==> config.mk <==
export PLATFORM = sky130hd
export DESIGN_NAME = interrupt_ack_sequencer
export DESIGN_NICKNAME = d
export VERILOG_FILES = /design/src/rtl/interrupt_ack_sequencer_pkg.sv /design/src/rtl/interrupt_ack_sequencer_isr_priority_select.sv /design/src/rtl/interrupt_ack_sequencer.sv
export SDC_FILE = /design/constraint.sdc
export NUM_CORES = 1
export LEC_CHECK = 0
export CELL_PAD_IN_SITES_DETAIL_PLACEMENT = 1
export CELL_PAD_IN_SITES_GLOBAL_PLACEMENT = 1
export CORE_MARGIN = 5
export CORE_UTILIZATION = 39
export DETAILED_ROUTE_END_ITERATION = 10
export PLACE_DENSITY_LB_ADDON = 0.05
export RECOVER_POWER = 25
export SYNTH_ARGS = -nofsm -noshare
export SYNTH_HDL_FRONTEND = slang
export SYNTH_SLANG_ARGS = --single-unit
==> constraint.sdc <==
create_clock -name clk -period 4.1 [get_ports clk]
set_input_delay 0.615 -clock clk [delete_from_list [all_inputs] [get_ports clk]]
set_output_delay 0.615 -clock clk [all_outputs]
set_load 0.005 [all_outputs]
==> src/rtl/interrupt_ack_sequencer_pkg.sv <==
// Shared definitions for the interrupt controller: rotation helpers, OCW2 command codes
// and the acknowledge-sequencer state encoding.
package pic_pkg;

    typedef enum logic [1:0] {
        IDLE = 2'd0,
        ACK1 = 2'd1,
        GAP  = 2'd2,
        ACK2 = 2'd3
    } ack_state_t;

    // OCW2 {R,SL,EOI} command codes
    localparam logic [2:0] EOI_NS  = 3'b001;
    localparam logic [2:0] EOI_SP  = 3'b011;
    localparam logic [2:0] ROT_NS  = 3'b101;
    localparam logic [2:0] ROT_SP  = 3'b111;
    localparam logic [2:0] SET_PRI = 3'b110;

    function automatic logic [7:0] rotate(input logic [7:0] value, input logic [2:0] amount);
        logic [15:0] doubled;
        doubled = {value, value} >> amount;
        return doubled[7:0];
    endfunction

    function automatic logic [7:0] un_rotate(input logic [7:0] value, input logic [2:0] amount);
        logic [15:0] doubled;
        doubled = {value, value} << amount;
        return doubled[15:8];
    endfunction

    // Index of the lowest set bit; 0 when nothing is set.
    function automatic logic [2:0] encode(input logic [7:0] bits);
        logic [2:0] idx;
        idx = '0;
        for (int i = 7; i >= 0; i--) begin
            if (bits[i]) begin
                idx = 3'(i);
            end
        end
        return idx;
    endfunction

endpackage

==> src/rtl/interrupt_ack_sequencer_isr_priority_select.sv <==
// Finds the highest-priority in-service level under the current rotation.
// Level `rotate` is the lowest priority, so the search starts just above it.
module isr_priority_select (
    input  logic [7:0] isr,
    input  logic [2:0] rotate,
    output logic [7:0] highest_onehot,
    output logic [2:0] highest_level,
    output logic       valid
);

    logic [2:0] shift;
    logic [7:0] rotated;
    logic [2:0] rotated_idx;

    always_comb begin
        shift          = rotate + 3'd1;
        rotated        = pic_pkg::rotate(isr, shift);
        rotated_idx    = pic_pkg::encode(rotated);
        valid          = |isr;
        highest_level  = rotated_idx + shift;
        highest_onehot = valid ? pic_pkg::un_rotate(8'b1 << rotated_idx, shift) : 8'h00;
    end

endmodule

==> src/rtl/interrupt_ack_sequencer.sv <==
// 8086-mode INTA handshake, in-service register and priority rotation for the interrupt
// controller; also decodes OCW2 end-of-interrupt and rotate commands.
module interrupt_ack_sequencer
    import pic_pkg::*;
#(
    parameter logic [2:0] SPURIOUS_LEVEL = 3'd7
) (
    input  logic       clk,
    input  logic       rst_n,
    input  logic [7:0] interrupt,
    input  logic       inta_n,
    input  logic [4:0] vector_base,
    input  logic       auto_eoi,
    input  logic       rotate_in_aeoi,
    input  logic       eoi_valid,
    input  logic [2:0] eoi_cmd,
    input  logic [2:0] eoi_level,
    output logic       int_out,
    output logic [7:0] in_service_register,
    output logic [7:0] clear_irr,
    output logic       freeze,
    output logic [2:0] priority_rotate,
    output logic [7:0] data_out,
    output logic       data_out_en
);

    ack_state_t state, state_next;
    logic       inta_n_d;
    logic       fall, rise;
    logic [2:0] level, level_next;
    logic       spurious, spurious_next;
    logic       int_next, freeze_next, data_en_next;
    logic [7:0] clear_next, data_next;
    logic [7:0] ack_set, aeoi_clr, eoi_clr, isr_next;
    logic       aeoi_rotate, eoi_rotate;
    logic [2:0] eoi_rot_level, rot_next, ack_level;
    logic [7:0] hp_onehot;
    logic [2:0] hp_level;
    logic       hp_valid;

    assign fall = !inta_n && inta_n_d;
    assign rise = inta_n && !inta_n_d;

    isr_priority_select u_priority_select (
        .isr            (in_service_register),
        .rotate         (priority_rotate),
        .highest_onehot (hp_onehot),
        .highest_level  (hp_level),
        .valid          (hp_valid)
    );

    // A fall seen in ACK1 or GAP is taken as the second pulse.
    always_comb begin
        state_next    = state;
        level_next    = level;
        spurious_next = spurious;
        int_next      = 1'b0;
        freeze_next   = freeze;
        data_next     = data_out;
        data_en_next  = data_out_en;
        clear_next    = 8'h00;
        ack_set       = 8'h00;
        aeoi_clr      = 8'h00;
        aeoi_rotate   = 1'b0;
        ack_level     = encode(interrupt);
        case (state)
            IDLE: begin
                int_next = |interrupt;
                if (fall) begin
                    int_next    = 1'b0;
                    freeze_next = 1'b1;
                    state_next  = ACK1;
                    if (interrupt == 8'h00) begin
                        level_next    = SPURIOUS_LEVEL;
                        spurious_next = 1'b1;
                    end else begin
                        level_next    = ack_level;
                        spurious_next = 1'b0;
                        ack_set       = 8'b1 << ack_level;
                        clear_next    = 8'b1 << ack_level;
                    end
                end
            end
            ACK1, GAP: begin
                if (fall) begin
                    state_next   = ACK2;
                    data_next    = {vector_base, level};
                    data_en_next = 1'b1;
                end else if (rise) begin
                    state_next = GAP;
                end
            end
            ACK2: begin
                if (rise) begin
                    state_next   = IDLE;
                    data_en_next = 1'b0;
                    freeze_next  = 1'b0;
                    if (auto_eoi && !spurious) begin
                        aeoi_clr    = 8'b1 << level;
                        aeoi_rotate = rotate_in_aeoi;
                    end
                end
            end
            default: state_next = IDLE;
        endcase
    end

    // OCW2 commands act in any state; an EOI rotation overrides an AEOI rotation.
    always_comb begin
        eoi_clr       = 8'h00;
        eoi_rotate    = 1'b0;
        eoi_rot_level = priority_rotate;
        if (eoi_valid) begin
            case (eoi_cmd)
                EOI_NS: eoi_clr = hp_onehot;
                EOI_SP: eoi_clr = 8'b1 << eoi_level;
                ROT_NS: begin
                    if (hp_valid) begin
                        eoi_clr       = hp_onehot;
                        eoi_rotate    = 1'b1;
                        eoi_rot_level = hp_level;
                    end
                end
                ROT_SP: begin
                    eoi_clr       = 8'b1 << eoi_level;
                    eoi_rotate    = 1'b1;
                    eoi_rot_level = eoi_level;
                end
                SET_PRI: begin
                    eoi_rotate    = 1'b1;
                    eoi_rot_level = eoi_level;
                end
                default: ;
            endcase
        end
        isr_next = (in_service_register & ~eoi_clr & ~aeoi_clr) | ack_set;
        if (eoi_rotate) begin
            rot_next = eoi_rot_level;
        end else if (aeoi_rotate) begin
            rot_next = level;
        end else begin
            rot_next = priority_rotate;
        end
    end

    always_ff @(posedge clk) begin
        if (!rst_n) begin
            state               <= IDLE;
            inta_n_d            <= 1'b1;
            level               <= 3'd0;
            spurious            <= 1'b0;
            int_out             <= 1'b0;
            in_service_register <= 8'h00;
            clear_irr           <= 8'h00;
            freeze              <= 1'b0;
            priority_rotate     <= 3'b111;
            data_out            <= 8'h00;
            data_out_en         <= 1'b0;
        end else begin
            state               <= state_next;
            inta_n_d            <= inta_n;
            level               <= level_next;
            spurious            <= spurious_next;
            int_out             <= int_next;
            in_service_register <= isr_next;
            clear_irr           <= clear_next;
            freeze              <= freeze_next;
            priority_rotate     <= rot_next;
            data_out            <= data_next;
            data_out_en         <= data_en_next;
        end
    end

endmodule

==> metrics.yaml <==
status:
  status: "finished, final reports clean"
cts:
  clkLatencyLatePin_ns: 0.29
  cts_resized: 0
  cts_tree: "done"
  cts_made_buffers: 5
  htree_levels: 2
  post_cts_buffers: 0
  clk_root_buffer_cell: "clkbuf_8"
  cts_num_sinks: 37
  clockBufferDepth: 2
  cts_hold_buf: 0
  path_clk_slew_ns: 0.09
power:
  pwr-share-seq: 0.296
  swShare: 0.372
  power_frac_clock: 0.255
  p_leak_nw: 1.37
  max-vdd-ir-drop_mv: 0.202
  internal_power_w: 0.000959
  power.switching_w: 0.000567
  powerDensity_nw_per_um2: 425
  p_comb_frac: 0.449
synth:
  yosys-top-cells-count: "nand2_1, dfxtp_1, a21oi_1"
  synth_warnings: 0
  syn_area_per_cell_um2: 8.08
  synth_largest_area_cell: "dfxtp_1"
  ys_seq_elements: 37
  synthTopCellsByArea: "dfxtp_1, nand2_1, mux4_2"
  async_flop_share: 0
  synth_ff_type: "dfxtp_1"
  netlist_area_um2: 2840
  syn_nets: 383
  netlist_instances: 351
  synth.most_common_cell: "nand2_1"
  ys_seq_area_frac: 0.261
  synth.distinct_cells: 65
  synth_edf_count: 0
  synth_top_area_share: 0.261
place:
  place.gp.congestion: 0.871
  place_area_um2: 3460
  portBuffers: 54
  dp_hpwl_um: 7040
worst_setup_path:
  crit_type: "reg -> reg"
  cp.required_ns: 4.28
  slowest_stage: "ha_1"
  end_kind: "flop"
  cp_slowest_stage_delay_ns: 0.67
  worstPathMaxFanout: 14
  arrival_ns: 3.77
  path_cells: "ha_1 -> mux2_2 -> mux4_2 -> nand2b_4 -> nor3_1 -> xnor2_1 -> ha_1 -> nor3b_1 -> a211oi_2 -> xnor2_1 -> o31a_1"
  crit_family: "multiplexers"
  critPathBufInv: 0
  startpoint_type: "flop"
timing:
  layout_min_cycle_time_ns: 3.59
  finalClockSkew_ns: 0.00720
  setup_viol: 0
  slew_violations: 0
  tightest_slew_ns: 1.09
  hold_viol: 0
  max_clock_freq_mhz: 279
  slew_headroom: 0.273
  fin_setup_tns_ns: 0
  rsz0062_at_grt: "false"
  post-route-period-util: 0.875
route:
  drtAntennaViolNets: 0
  drtPass1Iterations: 4
  drc: 0
  avgViaCountPerCell: 5.75
  vias: 2875
  first_iter_violations: 172
  routed_wl_um: 9040
  wl_per_cell_um: 18.1
finish:
  nFillCells: 860
  nets: 432
  num_antenna_cells: 0
  drive_above_1_share: 0.105
  synthToLayoutAreaGrowth_pct: 26.5
  fin_area_um2: 3590
flow_run:
  drv_cap: 0
floorplanning:
  start_util: 0.395
  rows: 31
  ios: 55
  fp.dieW_um: 95.3
  die_h_um: 95.3
  fp.dieArea_um2: 9080
  core_region_area_um2: 7180
global_routing:
  overflow: 0
  antenna_found_initial: 0
  grt_pass1_vias: 2927
  grt_start_max_net_pins: 25
  grt_usage: 0.208
  grt_first_pass_wirelength_um: 14800
min_path:
  hold_path_class: "reg -> reg"
## power by group through the flow
| stage | clock, W | sequential [W] | combinational [W] |
|---|---|---|---|
| 3_3_place_gp | 0 | 0.000459 | 0.000679 |
| 6_report | 0.000390 | 0.000452 | 0.000685 |
| 4_1_cts | 0.000402 | 0.000453 | 0.000693 |
| 2_1_floorplan | 0 | 0.000438 | 0.000492 |
| 3_5_place_dp | 0 | 0.000461 | 0.000688 |
| 5_1_grt | 0.000422 | 0.000460 | 0.000757 |
## cells in the final DEF, fill, tap and decap left out, types with 9 or more instances in the layout
cell and count:
nand2_1 58, nor2b_1 10, o21ai_0 9, mux4_2 9
a21oi_1 22, inv_1 11, mux2i_1 12, nor3_1 10
clkdlybuf4s50_1 40, nor2_1 21, dlygate4sd3_1 14, dfxtp_1 37
nand3_1 13
## path summary, 6_finish.rpt
| kind | from | depth (start not counted) | slack, ns | endpoint |
|---|---|---|---|---|
| worst max-delay path | priority_rotate[1] | 11 | 0.51 | priority_rotate[2] |
| worst min-delay path | data_out[4] | 2 | 0.46 | data_out[4] |
| worst max register to register | priority_rotate[1] | 11 | 0.51 | priority_rotate[2] |
| worst min register to register | data_out[4] | 2 | 0.46 | data_out[4] |
## per-layer routing
layer,vias up,GRT usage,wire length [um]
li1,1390,-,-
met1,1402,0.270,4030
met2,79,0.355,4490
met3,4,0.0434,470
met4,0,0.0445,53
met5,-,0,0
## flip-flops by register name (all words and copies together) (netlist names)
| name | cells |
|---|---|
| inta_n_d | 1 |
| state | 2 |
| data_out_en | 1 |
| freeze | 1 |
| int_out | 1 |
| data_out | 8 |
| level | 3 |
| clear_irr | 8 |
| in_service_register | 8 |
| priority_rotate | 3 |
| spurious | 1 |
## stage by stage
stage / util / hold slack [ns] / cells / power [W] / worst slack, ns
2_1_floorplan: - / 0.453 / 351 / 0.000929 / 1.04
3_3_place_gp: 0.482 / 0.442 / 492 / 0.00114 / 0.641
3_5_place_dp: 0.482 / 0.456 / 492 / 0.00115 / 0.524
4_1_cts: 0.501 / 0.468 / 500 / 0.00155 / 0.488
5_1_grt: 0.500 / 0.498 / 500 / 0.00164 / 0.310
6_report: 0.500 / 0.459 / 500 / 0.00153 / 0.513
## cell families (layout without fill, tap and decap cells)
| family | count (synthesis) | in the layout | synth area share |
|---|---|---|---|
| simple gates | 152 | 152 | 0.265 |
| compound gates | 89 | 89 | 0.225 |
| flops | 37 | 37 | 0.261 |
| buf+inv | 32 | 82 | 0.0511 |
| mux | 30 | 30 | 0.152 |
| fa+ha+maj | 7 | 7 | 0.0309 |
| xor+xnor | 4 | 4 | 0.0150 |
## worst min-delay path, stage by stage, from the launching register on
cell and delay (ns):
dfxtp_1 0.32, nand2_1 0.05, a21oi_1 0.05
## layout make-up
| type | count | area (um^2) | share of cell area |
|---|---|---|---|
| clock inverters | 3 | 68.8 | 0.0192 |
| multi-input cells | 282 | 1950 | 0.544 |
| clock buffers | 5 | 68.8 | 0.0192 |
| flip-flops and latches | 37 | 741 | 0.206 |
| inverters | 13 | 48.8 | 0.0136 |
| repair buffers | 61 | 586 | 0.163 |
| well taps | 99 | 124 | 0.0345 |
Note: power is estimated with default switching activity, not from simulation.
